$ cat src/rtl/csrisc_pkg.sv
// csRISC shared definitions: opcodes, ALU operation classes,
// control FSM states and the decoded-instruction bundle.
package csrisc_pkg;

   localparam logic [5:0] OP_RARITH = 6'd0;
   localparam logic [5:0] OP_ADDI   = 6'd1;
   localparam logic [5:0] OP_RLOGIC = 6'd2;
   localparam logic [5:0] OP_COMPI  = 6'd3;
   localparam logic [5:0] OP_SHIFT  = 6'd4;
   localparam logic [5:0] OP_LW     = 6'd5;
   localparam logic [5:0] OP_SW     = 6'd6;
   localparam logic [5:0] OP_BZ     = 6'd7;
   localparam logic [5:0] OP_HALT   = 6'd8;

   localparam logic [2:0] ALU_ARITH = 3'b000;
   localparam logic [2:0] ALU_ADDI  = 3'b010;
   localparam logic [2:0] ALU_LOGIC = 3'b011;
   localparam logic [2:0] ALU_COMP  = 3'b100;
   localparam logic [2:0] ALU_SHIFT = 3'b101;
   localparam logic [2:0] ALU_MEM   = 3'b110;

   typedef enum logic [2:0] {
      ST_FETCH,
      ST_DECODE,
      ST_EXEC,
      ST_MEM,
      ST_WB,
      ST_HALT
   } state_t;

   typedef enum logic [2:0] {
      CL_ALU,
      CL_MEM,
      CL_BR,
      CL_HALT,
      CL_ILL
   } op_class_t;

   typedef struct packed {
      op_class_t  cls;
      logic [2:0] aluop;
      logic       alu_src_imm;
      logic       is_mem;
      logic       is_store;
      logic       is_branch;
      logic       is_halt;
      logic       is_illegal;
   } dec_t;

endpackage

$ cat src/rtl/ctrl_decode.sv
// Combinational opcode classifier for the csRISC control FSM.
// Unknown opcodes fall into the illegal class.
module ctrl_decode
   import csrisc_pkg::*;
(
   input  logic [5:0] i_opcode,
   output dec_t       o_dec
);

   always_comb begin
      o_dec     = '0;
      o_dec.cls = CL_ALU;
      case (i_opcode)
         OP_RARITH: o_dec.aluop = ALU_ARITH;
         OP_ADDI: begin
            o_dec.aluop       = ALU_ADDI;
            o_dec.alu_src_imm = 1'b1;
         end
         OP_RLOGIC: o_dec.aluop = ALU_LOGIC;
         OP_COMPI: begin
            o_dec.aluop       = ALU_COMP;
            o_dec.alu_src_imm = 1'b1;
         end
         OP_SHIFT: o_dec.aluop = ALU_SHIFT;
         OP_LW: begin
            o_dec.cls         = CL_MEM;
            o_dec.aluop       = ALU_MEM;
            o_dec.alu_src_imm = 1'b1;
            o_dec.is_mem      = 1'b1;
         end
         OP_SW: begin
            o_dec.cls         = CL_MEM;
            o_dec.aluop       = ALU_MEM;
            o_dec.alu_src_imm = 1'b1;
            o_dec.is_mem      = 1'b1;
            o_dec.is_store    = 1'b1;
         end
         OP_BZ: begin
            o_dec.cls       = CL_BR;
            o_dec.aluop     = ALU_ARITH;
            o_dec.is_branch = 1'b1;
         end
         OP_HALT: begin
            o_dec.cls     = CL_HALT;
            o_dec.is_halt = 1'b1;
         end
         default: begin
            o_dec.cls        = CL_ILL;
            o_dec.is_illegal = 1'b1;
         end
      endcase
   end

endmodule

$ cat src/rtl/multicycle_ctrl.sv
// csRISC multi-cycle control FSM: fetch/decode/exec/mem/wb sequencing,
// memory handshake, sticky illegal flag and retired-instruction counter.
module multicycle_ctrl
   import csrisc_pkg::*;
#(
   parameter int CNT_W = 32
) (
   input  logic             clk,
   input  logic             rst,
   input  logic [5:0]       opcode,
   input  logic             zero,
   input  logic             mem_ack,
   output logic             mem_req,
   output logic             mem_we,
   output logic             iord,
   output logic             ir_load,
   output logic             pc_write,
   output logic             pc_src,
   output logic             alu_src_imm,
   output logic [2:0]       ALUop,
   output logic             reg_write,
   output logic             mem_to_reg,
   output logic             illegal,
   output logic             halted,
   output logic [CNT_W-1:0] retired
);

   state_t           r_state;
   state_t           w_next;
   dec_t             w_dec;
   logic             r_illegal;
   logic [CNT_W-1:0] r_retired;

   logic       w_retire;
   logic       w_set_ill;
   logic       w_mem_req;
   logic       w_mem_we;
   logic       w_iord;
   logic       w_ir_load;
   logic       w_pc_write;
   logic       w_pc_src;
   logic       w_imm;
   logic [2:0] w_aluop;
   logic       w_reg_write;
   logic       w_mem_to_reg;

   ctrl_decode u_dec (
      .i_opcode (opcode),
      .o_dec    (w_dec)
   );

   always_comb begin
      w_next       = r_state;
      w_retire     = 1'b0;
      w_set_ill    = 1'b0;
      w_mem_req    = 1'b0;
      w_mem_we     = 1'b0;
      w_iord       = 1'b0;
      w_ir_load    = 1'b0;
      w_pc_write   = 1'b0;
      w_pc_src     = 1'b0;
      w_imm        = 1'b0;
      w_aluop      = ALU_ARITH;
      w_reg_write  = 1'b0;
      w_mem_to_reg = 1'b0;
      unique case (r_state)
         ST_FETCH: begin
            w_mem_req = 1'b1;
            if (mem_ack) begin
               w_ir_load  = 1'b1;
               w_pc_write = 1'b1;
               w_next     = ST_DECODE;
            end
         end
         ST_DECODE: begin
            // unknown opcodes retire as a nop and latch the sticky flag
            if (w_dec.is_illegal) begin
               w_set_ill = 1'b1;
               w_retire  = 1'b1;
               w_next    = ST_FETCH;
            end else if (w_dec.is_halt) begin
               w_next = ST_HALT;
            end else begin
               w_next = ST_EXEC;
            end
         end
         ST_EXEC: begin
            w_aluop = w_dec.aluop;
            w_imm   = w_dec.alu_src_imm;
            if (w_dec.is_branch) begin
               w_pc_write = zero;
               w_pc_src   = 1'b1;
               w_retire   = 1'b1;
               w_next     = ST_FETCH;
            end else if (w_dec.is_mem) begin
               w_next = ST_MEM;
            end else begin
               w_next = ST_WB;
            end
         end
         ST_MEM: begin
            w_mem_req = 1'b1;
            w_iord    = 1'b1;
            w_mem_we  = w_dec.is_store;
            if (mem_ack) begin
               if (w_dec.is_store) begin
                  w_retire = 1'b1;
                  w_next   = ST_FETCH;
               end else begin
                  w_next = ST_WB;
               end
            end
         end
         ST_WB: begin
            w_reg_write  = 1'b1;
            w_mem_to_reg = (w_dec.cls == CL_MEM);
            w_retire     = 1'b1;
            w_next       = ST_FETCH;
         end
         ST_HALT: w_next = ST_HALT;
         default: w_next = ST_FETCH;
      endcase
   end

   always_ff @(posedge clk) begin
      if (rst) begin
         r_state   <= ST_FETCH;
         r_illegal <= 1'b0;
         r_retired <= '0;
      end else begin
         r_state <= w_next;
         if (w_set_ill)
            r_illegal <= 1'b1;
         if (w_retire)
            r_retired <= r_retired + CNT_W'(1);
      end
   end

   // reset silences everything in its own cycle, abandoning any request
   assign mem_req     = w_mem_req    & ~rst;
   assign mem_we      = w_mem_we     & ~rst;
   assign iord        = w_iord       & ~rst;
   assign ir_load     = w_ir_load    & ~rst;
   assign pc_write    = w_pc_write   & ~rst;
   assign pc_src      = w_pc_src     & ~rst;
   assign alu_src_imm = w_imm        & ~rst;
   assign ALUop       = w_aluop      & {3{~rst}};
   assign reg_write   = w_reg_write  & ~rst;
   assign mem_to_reg  = w_mem_to_reg & ~rst;
   assign illegal     = r_illegal    & ~rst;
   assign halted      = (r_state == ST_HALT) & ~rst;
   assign retired     = rst ? '0 : r_retired;

endmodule

$ cat config.mk
export PLATFORM = sky130hd
export DESIGN_NAME = multicycle_ctrl
export DESIGN_NICKNAME = d
export VERILOG_FILES = /design/src/rtl/csrisc_pkg.sv /design/src/rtl/ctrl_decode.sv /design/src/rtl/multicycle_ctrl.sv
export SDC_FILE = /design/constraint.sdc
export NUM_CORES = 1
export LEC_CHECK = 0
export ABC_AREA = 1
export BUFFER_PORTS_ARGS = -buffer_cell sky130_fd_sc_hd__buf_2
export CORE_ASPECT_RATIO = 0.75
export CORE_MARGIN = 3
export CORE_UTILIZATION = 48
export CTS_CLUSTER_DIAMETER = 50
export DETAILED_ROUTE_END_ITERATION = 10
export PLACE_DENSITY = 0.74
export SLEW_MARGIN = 20
export SYNTH_ARGS = -nofsm -noshare
export SYNTH_HDL_FRONTEND = slang
export SYNTH_SLANG_ARGS = --single-unit
$ cat constraint.sdc
create_clock -name clk -period 1.5 [get_ports clk]
set_input_delay 0.3 -clock clk [delete_from_list [all_inputs] [get_ports clk]]
set_output_delay 0.3 -clock clk [all_outputs]
set_load 0.02 [all_outputs]
# Word level (Yosys, flattened, before mapping)
# Cells that the tools add are included.
# totals
register_bits	36
latchBits	0
mem_bits_rw	0
rom_bits	0
output_inout_bits	46
wordCells	75
memories	0
# op_classes
add_sub_neg	1
n_mul	0
div	0
order_cmp	0
eq_ne	16
shifts	0
muxes	34
bitwise	13
n_reduce_logical	8
# ops
op	count
adder 32 x 1 -> 32 bit (second input constant)	1
2-to-1 mux 32 bit	1
case mux 3 bit (5 select lines)	2
== test 6 x 3 -> 1 bit (second input constant)	4
2-to-1 mux 3 bit	8
2-to-1 mux 1 bit	20
== test 6 x 2 -> 1 bit (second input constant)	2
case mux 3 bit (4 select lines)	1
bitwise AND 1 bit	11
OR reduction 9 bit	1
== test 3 x 1 -> 1 bit (second input constant)	2
== test 3 x 2 -> 1 bit (second input constant)	2
== test 3 bit (second input constant)	2
== test 6 x 1 -> 1 bit (second input constant)	1
== test 6 x 4 -> 1 bit (second input constant)	1
logical NOT 6 bit	1
OR reduction 5 bit	1
inequality test 2 bit (second input constant)	2
case mux 1 bit (4 select lines)	1
OR reduction 2 bit	2
OR reduction 4 bit	1
bitwise AND 3 bit	1
logical NOT 3 bit	1
case mux 1 bit (2 select lines)	1
other kinds (2)	2

# Logic depth before layout (Yosys ltp)
# Gate-level depths: netlist (run 1).
# logic_depth
word_depth	6
mapped_depth	10
depth_no_buf	10

# By module
# A second synthesis (run 1) with hierarchy kept.
# unflattened
cells_unflattened	461
area_unflattened_um2	2577.5
# modules_own_cells
mod	instances	cells_each	area_per_inst_um2
multicycle_ctrl	1	423	2389.8
ctrl_decode	1	38	187.7

# Worst setup path after synthesis (run 1)
# Ideal clock, no wire load.
# synth_timing
path_kind	input-to-output
start	input opcode[4]
end	output ALUop[1]
arrival_ns	1.455
path_slack_ns	-0.255
stages	7
n_path_buf	0
cell_sequence	inv_1 -> nand2_1 -> nor2_1 -> nand2_1 -> o21ai_0 -> nand2_1 -> nor4_1
# synth_via
elab_chain_cells	5
word_cells_on_any_way	10
# synth_lines
element	line_no	rtl
from (decl)	multicycle_ctrl.sv:10	input logic [5:0] opcode,
== test 6 x 3 -> 1 bit	ctrl_decode.sv:13	case (i_opcode)
OR reduction 2 bit (no line)	-	
case mux 3 bit (5 select lines) (*)	ctrl_decode.sv:13	
2-to-1 mux 3 bit (*)	multicycle_ctrl.sv:66	unique case (r_state)
bitwise AND 3 bit (*)	multicycle_ctrl.sv:147	assign ALUop = w_aluop & {3{~rst}};
to (decl)	multicycle_ctrl.sv:20	output logic [2:0] ALUop,
# Mark *: on every way between the ends. The rest lies on a longest branch, timed or not.

# Worst setup path in the final report (run 1)
# layout_timing
start	register r_state[0]
end	output ALUop[1]
# layout_via
elab_chain_cells	3
# layout_lines
element	line_no	rtl
from (decl)	multicycle_ctrl.sv:28	state_t r_state;
from (signal assigned)	multicycle_ctrl.sv:131	r_state <= w_next;
== test 3 x 2 -> 1 bit	multicycle_ctrl.sv:66	
2-to-1 mux 3 bit	multicycle_ctrl.sv:66	
bitwise AND 3 bit	multicycle_ctrl.sv:147	
# No other way between the ends.

==> summary.md, run 1 <==
| Metric | Value |
|---|---|
| CP endpoint kind | output pin |
| Fin worst setup slack | -223 ps |
| Yosys cell types | 24 |
| Final WL | 10,100 um |
| WL/cell | 14.9 um |
| Max Clock Freq | 580 MHz |
| Total iterations of the first detailed-routing run | 5 |
| Clock H-tree levels | 2 |
| Initial DRC Count | 312 |
| Clock transition at the registers of the reported paths | 80 ps |
| Gpl congestion | 0.921 |
| Slowest-stage cell, CP | dfxtp_4 |
| Antenna violations before repair | 0 |
| Violated checks | negative setup slack |
| Post-route clock period utilization | 115% |
| Cell mode on critical path | nor2_4 |
| # rows | 23 |
| Slew Limit Fails | 0 |
| TritonCTS clock tree | built |
| Final Hold Fails | 0 |
| Post-synth top area cell | dfxtp_1 |
| Placed wire-length estimate | 6790 um |
| Largest fanout on the critical path | 5 |
| Clock sink count | 36 |
| Status | finished, violations left |
| Critical path cell sequence | nor2_4 > nand2_4 > nor2_4 > nand2_2 > nor4_2 > buf_2 |
| Layout Nets | 611 |
| Power per cell area | 518 mW/mm^2 |
| FILL cells | 457 |
| Most frequent cell after synthesis | nand2_1 |
| Starting Density | 50.9% |
| Number of global-route vias before repair | 3,106 |
| Die area | 0.00675 sq mm |
| Synth warnings | 0 |
| Crit path DAT | 1420 ps |
| Residual DRC | 0 |
| Slew margin rel. | 74.5% |
| Via-to-Cell Ratio | 5.47 |
| Leak | 1.66 nW |
| Cells after Synth | 498 |
| Final min period | 1720 ps |
| Sequential share of the synthesized area | 25.9% |
| Inserted Clock Buffers | 5 |
| ANT cells | 0 |
| Clk root buf | clkbuf_8 |
| Synth Flop Type | dfxtp_1 |
| Cell family with most CP delay | simple AND/OR/NAND/NOR gates |
| Synthesis-to-layout area growth | 45.4% |
| FF-to-FF setup slack | -100 ps |
| Max VDD drop | 0.000340 V |
| Die Wd | 93.9 um |
| Share of layout cells above drive strength 1 | 34.6% |
| Max stage delay on crit path | 390 ps |
| Actual slew at the worst max-slew pin | 382 ps |
| Global-route wire length before repair | 14,800 um |
| Multi-input gate area | 0.00202 sq mm |
| Final worst hold slack | 447 ps |
| Final antenna-violating net count | 0 |
| Min-delay worst type | in -> reg |
| Largest net degree at the start of global routing | 39 |
| Clock skew after layout | 7.87 ps |
| Final Power | 2.10 mW |
| RSZ-0062 raised after global routing | yes |
| Buf/Inv on CP | 1 |
| Core Area | 0.00547 sq mm |
| Max Cap Viol | 0 |
| IO Port Bufs | 55 |
| Async set or reset register ratio after synthesis | 0% |
| Reg area | 748 sq um |
| Seq cells post-synth | 36 |
| Setup-violating endpoint count in the final report | 45 |
| DR vias | 3,698 |
| Global route total overflow | 0 |
| Avg Inst Size Synth | 5.59 sq um |
| CP Launch Type | register |
| Total track usage | 27.3% |
| Proportion of netlist area held by the largest area contributor | 25.9% |
| Post-synth top cells | 157 x nand2_1, 97 x nor2_1, 51 x inv_1 |
| Synthesized area | 0.00278 sq mm |
| Top post-synthesis cells by area | dfxtp_1 26%, nand2_1 21%, nor2_1 13% |
| Ports | 56 |
| Syn Nets | 509 |
| Clock Path Buffers | 2 |
| Die Y | 71.9 um |
| Hold Buf Count CTS | 0 |
| Skew-Pair Late Insertion Delay | 300 ps |
| Critical path data required time | 1200 ps |
| Critical path type | reg -> out |
| Post-synth EDFFs | 0 |
-- power breakdown --
| group | total [mW] | switching [mW] | internal [mW] |
|---|---|---|---|
| Combinational | 0.367 | 0.220 | 0.147 |
| Sequential | 0.975 | 0.0144 | 0.960 |
| Clock | 0.753 | 0.386 | 0.367 |
| Total | 2.10 | 0.621 | 1.47 |
-- worst paths after layout --
kind              start       endpoint  cells past startpoint
max          r_state[0]       ALUop[1]                      6
min                 rst   r_retired[2]                      3
max reg2reg  r_state[0]  r_retired[28]                      7
min reg2reg   r_illegal      r_illegal                      2
-- registers in the layout, indices dropped and copies added, names as in the netlist --
signal     flops
r_retired     32
r_state        3
r_illegal      1
-- worst min-delay path, cell delays in order --
cell,delay [ps]
buf_2,210
buf_12,160
a21oi_1,40
-- layout by cell type (no fill, tap or decap), types with 2 or more instances in the layout --
| cell type | synthesis | layout |
|---|---|---|
| nor2_1 | 97 | 77 |
| dfxtp_2 | 0 | 10 |
| a21oi_1 | 40 | 34 |
| clkinv_2 | 0 | 2 |
| a21oi_2 | 0 | 6 |
| buf_8 | 0 | 3 |
| nor3_4 | 0 | 2 |
| nand4_1 | 33 | 33 |
| buf_2 | 6 | 42 |
| clkbuf_8 | 0 | 6 |
| xor2_1 | 13 | 13 |
| buf_4 | 3 | 56 |
| dfxtp_1 | 36 | 22 |
| nand2_2 | 1 | 8 |
| buf_6 | 0 | 11 |
| o21ai_0 | 5 | 4 |
| nand2_1 | 157 | 146 |
| nor3_2 | 0 | 2 |
| nor2_2 | 8 | 15 |
| nand2_4 | 0 | 4 |
| inv_2 | 4 | 11 |
| nor2_4 | 1 | 14 |
| nand3_1 | 18 | 17 |
| dfxtp_4 | 0 | 4 |
| buf_12 | 0 | 3 |
| inv_1 | 51 | 44 |
| nand3_2 | 3 | 3 |
-- logic make-up (layout without fill, tap and decap cells) --
group           after synthesis  after routing  share of synthesized area, %
compound gates               47             47                          8.59
xor+xnor                     13             13                          4.09
fa+ha+maj                     1              1                         0.450
buf+inv                      76            179                          10.9
flops                        36             36                          25.9
simple gates                325            325                          50.0
-- through the flow --
step	utilization, %	instances	cell area [sq um]	setup TNS, ps	worst slack, ps
2_1_floorplan	-	498	2800	-1300	-42.6
3_3_place_gp	63.5	656	3470	-3370	-157
3_5_place_dp	63.5	656	3470	-2370	-217
4_1_cts	66.6	666	3640	-1490	-227
5_1_grt	74.0	676	4040	-6320	-272
6_report	74.0	676	4040	-3450	-223
-- metal layers --
metal | GRT usage (%) | share of wire (%) | up-vias
met5 | 0 | 0 | -
met4 | 5.61 | 2.5 | 0
met3 | 4.35 | 9.1 | 25
met2 | 40.0 | 43 | 193
met1 | 42.3 | 45 | 1689
li1 | - | - | 1791
-- repair_timing --
item	CTS	global route
buffers inserted	2	8
endpoints found under the setup margin	23	47
cloned	0	2
resized for setup	22	99
pin swaps	4	3
-- layout make-up --
| cell class | count | area share, % |
|---|---|---|
| clock buffers | 6 | 2.04 |
| clock inverters | 2 | 0.248 |
| inverters | 55 | 5.11 |
| multi-input cells | 386 | 49.9 |
| flip-flops and latches | 36 | 18.5 |
| well taps | 75 | 2.32 |
| repair buffers | 116 | 21.9 |
Power figures use the tool's default switching activity.
==> run 2, diff against run 1 <==
--- a/config.mk
+++ b/config.mk
@@ -6,13 +6,13 @@
 export NUM_CORES = 1
 export LEC_CHECK = 0
 export ABC_AREA = 1
-export BUFFER_PORTS_ARGS = -buffer_cell sky130_fd_sc_hd__buf_2
 export CORE_ASPECT_RATIO = 0.75
 export CORE_MARGIN = 3
 export CORE_UTILIZATION = 48
 export CTS_CLUSTER_DIAMETER = 50
 export DETAILED_ROUTE_END_ITERATION = 10
-export PLACE_DENSITY = 0.74
+export DONT_BUFFER_PORTS = 1
+export PLACE_DENSITY = 0.65
 export SLEW_MARGIN = 20
 export SYNTH_ARGS = -nofsm -noshare
 export SYNTH_HDL_FRONTEND = slang
==> run 2 against run 1 <==
Effect of this change: the run still ends with negative setup slack left; setup slack worse by 14 ps; critical path type unchanged; total power down 0.45%; combinational power about the same; critical endpoint is now pc_write; non-clock buffer count shrank 44; global-route usage up 1.2 points.
==> summary.md, run 2 (synthesis gave the netlist of run 1 again) <==
| Metric | Value |
|---|---|
| Reg power frac | 46.6% (was 46.5%) |
| Max stage delay on crit path | 370 ps (was 390 ps) |
| Clk root buf | clkbuf_8 (unchanged) |
| Violated checks | negative setup slack (unchanged) |
| ANT cells | 0 (unchanged) |
| Clock H-tree levels | 2 (unchanged) |
| Die Wd | 93.9 um (unchanged) |
| Die area | 0.00675 sq mm (unchanged) |
| Final Hold Fails | 0 (unchanged) |
| Critical path data required time | 1200 ps (about the same) |
| Final Power | 2.09 mW (was 2.10 mW) |
| Crit path DAT | 1440 ps (was 1420 ps) |
| Fin worst setup slack | -237 ps (was -223 ps) |
| Clock sink count | 36 (unchanged) |
| Slowest-stage cell, CP | dfxtp_4 (unchanged) |
| Status | finished, violations left (unchanged) |
| Biggest regs | r_retired (32), r_state (3), r_illegal (1) (unchanged) |
| Number of global-route vias before repair | 3,143 (was 3,106) |
| Fin Setup TNS | -5380 ps (was -3450 ps) |
| Critical path cell sequence | nor2_4 > nand2_2 > buf_4 > nor2_4 > a21oi_2 > nor2_1 > buf_4 (was nor2_4 > nand2_4 > nor2_4 > nand2_2 > nor4_2 > buf_2) |
| Critical path type | reg -> out (unchanged) |
| Total iterations of the first detailed-routing run | 5 (unchanged) |
| Max VDD drop | 0.000327 V (was 0.000340 V) |
| Switching share of power | 27.9% (was 29.6%) |
| CP endpoint kind | output pin (unchanged) |
| Share of layout cells above drive strength 1 | 32.3% (was 34.6%) |
| Post-route clock period utilization | 116% (was 115%) |
| Power per cell area | 521 mW/mm^2 (was 518 mW/mm^2) |
| Slew Limit Fails | 0 (unchanged) |
| Finished layout cell area | 0.00401 sq mm (was 0.00404 sq mm) |
| Final min period | 1740 ps (was 1720 ps) |
| Slew margin rel. | 72.0% (was 74.5%) |
| Cell family with most CP delay | simple AND/OR/NAND/NOR gates (unchanged) |
| Most frequent cells in the layout | 135 x nand2_1, 72 x nor2_1, 52 x buf_4 (was 146 x nand2_1, 77 x nor2_1, 56 x buf_4) |
| Clock Path Buffers | 2 (unchanged) |
| Ports | 56 (unchanged) |
| Skew-Pair Late Insertion Delay | 300 ps (about the same) |
| Most common cell after layout, fill and taps aside | nand2_1 (unchanged) |
| Synthesis-to-layout area growth | 44.0% (was 45.4%) |
| Gpl congestion | 0.957 (was 0.921) |
| Clock skew after layout | 3.35 ps (was 7.87 ps) |
| # rows | 23 (unchanged) |
| Actual slew at the worst max-slew pin | 418 ps (was 382 ps) |
| Final core occ | 73.2% (was 74.0%) |
| CP Launch Type | register (unchanged) |
| WL/cell | 16.4 um (was 14.9 um) |
| DR vias | 3,593 (was 3,698) |
| Residual DRC | 0 (unchanged) |
| Psw | 0.582 mW (was 0.621 mW) |
| Max reg flops | 32 (unchanged) |
| Final WL | 10,400 um (was 10,100 um) |
| Die Y | 71.9 um (unchanged) |
| RSZ-0062 raised after global routing | yes (unchanged) |
| Core Area | 0.00547 sq mm (unchanged) |
| Clk pwr share | 36.0% (about the same) |
| Global-route wire length before repair | 15,300 um (was 14,800 um) |
| Max Cap Viol | 0 (unchanged) |
| Global route total overflow | 0 (unchanged) |
| TritonCTS clock tree | built (unchanged) |
| Max Clock Freq | 576 MHz (was 580 MHz) |
| Comb power frac | 17.5% (about the same) |
| Largest reg by FF count | r_retired (unchanged) |
| Placed cell area | 0.00321 sq mm (was 0.00347 sq mm) |
| Total track usage | 28.5% (was 27.3%) |
| Buf/Inv on CP | 2 (was 1) |
| Clock transition at the registers of the reported paths | 70 ps (was 80 ps) |
| Via-to-Cell Ratio | 5.69 (was 5.47) |
| Antenna violations before repair | 0 (unchanged) |
| Min-delay worst type | in -> reg (unchanged) |
| Pint | 1.50 mW (was 1.47 mW) |
| IO Port Bufs | 0 (was 55) |
| Largest fanout on the critical path | 4 (was 5) |
| Layout Nets | 567 (was 611) |
| Largest net degree at the start of global routing | 78 (was 39) |
| Setup-violating endpoint count in the final report | 45 (unchanged) |
| Leak | 1.51 nW (was 1.66 nW) |
| Inserted Clock Buffers | 5 (unchanged) |
| Starting Density | 50.9% (unchanged) |
| Final antenna-violating net count | 0 (unchanged) |
| Initial DRC Count | 319 (was 312) |
| Placed wire-length estimate | 6310 um (was 6790 um) |
[run 2: cell count changes in the layout (fill, tap and decap cells not counted), sizes merged]
cell	change
clkbuf	+2
clkinv	-2
bufbuf	+1
buf	-45
[run 2: layout make-up]
type | instances | area, sq um
sequential | 36 | 734
clock buffer | 8 | 90.1
timing repair buffer | 72 | 746
fill | 435 | 1460
multi-input combinational | 386 | 2130
tap | 75 | 93.8
inverter | 55 | 206
[run 2: layer usage]
layer,up-vias,track usage (%),share of wire (%)
met1,1662,41.7,41
met2,217,44.5,47
met5,-,0,0
met3,22,4.25,10
li1,1692,-,-
met4,0,6.73,1.8
[run 2: final timing paths]
check	from	end	slack (ps)	cells past startpoint
max	r_state[2]	pc_write	-240	7
max reg2reg	r_state[2]	r_retired[14]	-190	10
min reg2reg	r_illegal	r_illegal	470	2
min	rst	r_retired[5]	60	1
[run 2: power by group through the flow]
stage | sequential (mW) | clock [mW] | combinational, mW
after floorplan | 0.995 | 0 | 0.159
after global placement | 0.993 | 0 | 0.213
after detailed placement | 0.994 | 0 | 0.213
after CTS | 0.969 | 0.741 | 0.313
after global routing | 0.973 | 0.788 | 0.379
final | 0.971 | 0.750 | 0.364
[run 2: per-stage QoR]
| stage | instances | hold slack, ps | setup slack, ps |
|---|---|---|---|
| 2_1_floorplan | 498 | 436 | -42.6 |
| 3_3_place_gp | 603 | 375 | -29.2 |
| 3_5_place_dp | 603 | 379 | -38.1 |
| 4_1_cts | 623 | 59.7 | -201 |
| 5_1_grt | 632 | 53.8 | -285 |
| 6_report | 632 | 58.2 | -237 |
[run 2: worst reg2reg max path, cell delays in order (launching register included)]
cell and delay (ps):
dfxtp_4 370, buf_4 140, buf_6 110, nor2_4 110, buf_6 120, nand4_4 120
nand3_4 130, buf_12 110, bufbuf_16 240, nand2_1 50, a21oi_1 120
[run 2: timing repair]
action | CTS | global route
pin swaps | 9 | 20
hold buffers | 0 | 0
resized for setup | 37 | 94
endpoints found under the setup margin | 18 | 55
buffers inserted | 10 | 9
gates cloned | 3 | 1
==> run 3, diff against run 2 <==
--- a/config.mk
+++ b/config.mk
@@ -7,7 +7,7 @@
 export LEC_CHECK = 0
 export ABC_AREA = 1
 export CORE_ASPECT_RATIO = 0.75
-export CORE_MARGIN = 3
+export CORE_MARGIN = 2
 export CORE_UTILIZATION = 48
 export CTS_CLUSTER_DIAMETER = 50
 export DETAILED_ROUTE_END_ITERATION = 10
==> run 3 against run 2 <==
Effect of this change: critical path depth fell by 2; core utilization fell by 11 points; total power fell by 11%; critical path type unchanged; highest routed layer unchanged; the run still ends with negative setup slack left; via count fell by 9.1%.
==> summary.md, run 3 (synthesis gave the netlist of run 1 again) <==
| Metric | Value |
|---|---|
| Max Clock Freq | 590 MHz (was 576 MHz) |
| Clock sink count | 36 (unchanged) |
| Violated checks | negative setup slack (unchanged) |
| Final Hold Fails | 0 (unchanged) |
| Biggest regs | r_retired (32), r_state (3), r_illegal (1) (unchanged) |
| Most frequent cells in the layout | 155 x nand2_1, 84 x nor2_1, 51 x inv_1 (was 135 x nand2_1, 72 x nor2_1, 52 x buf_4) |
| Post-route clock period utilization | 113% (was 116%) |
| Residual DRC | 0 (unchanged) |
| Crit path DAT | 1390 ps (was 1440 ps) |
| Finished layout cell area | 0.00340 sq mm (was 0.00401 sq mm) |
| Largest net degree at the start of global routing | 78 (unchanged) |
| Core Area | 0.00547 sq mm (unchanged) |
| Ports | 56 (unchanged) |
| Status | finished, violations left (unchanged) |
| Final Power | 1.85 mW (was 2.09 mW) |
| Metal3 WL | 658 um (was 1040 um) |
| Max Cap Viol | 0 (unchanged) |
| Largest fanout on the critical path | 5 (was 4) |
| Die Y | 69.9 um (was 71.9 um) |
| Via-to-Cell Ratio | 5.35 (was 5.69) |
| Final min period | 1690 ps (was 1740 ps) |
| Starting Density | 50.9% (unchanged) |
| Setup-violating endpoint count in the final report | 43 (was 45) |
| Slew Limit Fails | 0 (unchanged) |
| TritonCTS clock tree | built (unchanged) |
| Max reg flops | 32 (unchanged) |
| WL met1 | 4130 um (was 4300 um) |
| Clock skew after layout | 7.29 ps (was 3.35 ps) |
| WL/cell | 13.7 um (was 16.4 um) |
| Final WL | 8350 um (was 10,400 um) |
| Placed wire-length estimate | 6140 um (was 6310 um) |
| Share of layout cells above drive strength 1 | 19.6% (was 32.3%) |
| Largest reg by FF count | r_retired (unchanged) |
| Final antenna-violating net count | 0 (unchanged) |
| Placed cell area | 0.00318 sq mm (was 0.00321 sq mm) |
| Initial DRC Count | 293 (was 319) |
| Clock transition at the registers of the reported paths | 70 ps (about the same) |
| Global route total overflow | 0 (unchanged) |
| Synthesis-to-layout area growth | 22.2% (was 44.0%) |
| Worst Hold Depth | 1 (unchanged) |
| Number of global-route vias before repair | 2,767 (was 3,143) |
| Final worst hold slack | 79.1 ps (was 58.2 ps) |
| Total track usage | 25.9% (was 28.5%) |
| R2R cell count | 9 (was 10) |
| Fin worst setup slack | -195 ps (was -237 ps) |
| Met2 WL | 3510 um (was 4850 um) |
| Total iterations of the first detailed-routing run | 6 (was 5) |
| Leak | 1.25 nW (was 1.51 nW) |
| Clock H-tree levels | 2 (unchanged) |
| FILL cells | 541 (was 435) |
| Die Wd | 91.9 um (was 93.9 um) |
| FF-to-FF setup slack | -80 ps (was -190 ps) |
| Clock Path Buffers | 2 (unchanged) |
| DR vias | 3,266 (was 3,593) |
| Critical path data required time | 1200 ps (about the same) |
| Min-delay worst type | in -> reg (unchanged) |
| Critical path type | reg -> out (unchanged) |
| Inserted Clock Buffers | 5 (unchanged) |
| CP endpoint kind | output pin (unchanged) |
| RSZ-0062 raised after global routing | yes (unchanged) |
| Global-route wire length before repair | 13,500 um (was 15,300 um) |
| ANT cells | 0 (unchanged) |
| Gpl congestion | 0.981 (was 0.957) |
| Power per cell area | 545 mW/mm^2 (was 521 mW/mm^2) |
| Clk root buf | clkbuf_8 (unchanged) |
| Max VDD drop | 0.000359 V (was 0.000327 V) |
| Slew margin rel. | 74.1% (was 72.0%) |
| Skew-Pair Late Insertion Delay | 290 ps (was 300 ps) |
| Layout Nets | 547 (was 567) |
| Highest Signal Layer | met4 (unchanged) |
| Die area | 0.00643 sq mm (was 0.00675 sq mm) |
| Most common cell after layout, fill and taps aside | nand2_1 (unchanged) |
| Actual slew at the worst max-slew pin | 387 ps (was 418 ps) |
| Antenna violations before repair | 0 (unchanged) |
| CP Launch Type | register (unchanged) |
| IO Port Bufs | 0 (unchanged) |
| # rows | 23 (unchanged) |
==> run 3: changes by cell type in the layout (fill, tap and decap cells not counted), sizes merged <==
cell,delta
buf,-18
bufbuf,-1
clkbuf,-3
clkinv,+1
==> run 3: cell type report <==
class	instances	area [sq um]	share of cell area [%]
clock buffers	6	72.6	2.13
clock inverters	1	5.00	0.147
inverters	55	206	6.07
multi-input cells	386	1870	54.9
flip-flops and latches	36	733	21.6
well taps	75	93.8	2.76
repair buffers	52	423	12.4
==> run 3: report_power, final <==
| group | switching [mW] | internal [mW] | total [mW] |
|---|---|---|---|
| clock network | 0.343 | 0.316 | 0.658 |
| logic | 0.139 | 0.0818 | 0.220 |
| registers | 0.00802 | 0.965 | 0.973 |
==> run 3: metrics by stage <==
step	cells	setup TNS, ps	setup WS (ps)	utilization [%]
after floorplan	498	-1300	-42.6	-
after global placement	600	-108	-58.4	58.1
after CTS	610	-1250	-171	60.7
final	611	-2930	-195	62.2
after global routing	611	-6240	-273	62.2
after detailed placement	600	-143	-71.7	58.1
==> run 3: worst max-delay path: stages, from the launching register on <==
cell and delay [ps]:
dfxtp_4 360, nor3_2 280, inv_1 120, nor2_4 110
nand2_1 90, nor2_4 160
==> run 3: worst paths after layout <==
kind                                  from            to
worst max register to register  r_state[2]  r_retired[2]
worst min-delay path                   rst  r_retired[5]
worst min register to register   r_illegal     r_illegal
worst max-delay path            r_state[0]    mem_to_reg
==> run 3: metal layers <==
| metal | global-route usage [%] | up-vias |
|---|---|---|
| met5 | 0 | - |
| met4 | 3.48 | 0 |
| met3 | 4.21 | 9 |
| met2 | 38.2 | 149 |
| met1 | 40.5 | 1455 |
| li1 | - | 1653 |
==> run 3: repair_timing <==
action	in CTS	in global routing
buffers inserted	3	0
gates resized for setup	13	25
endpoints found under the setup margin	15	49
pin swaps	3	1
hold buffers	0	0
cloned	0	1
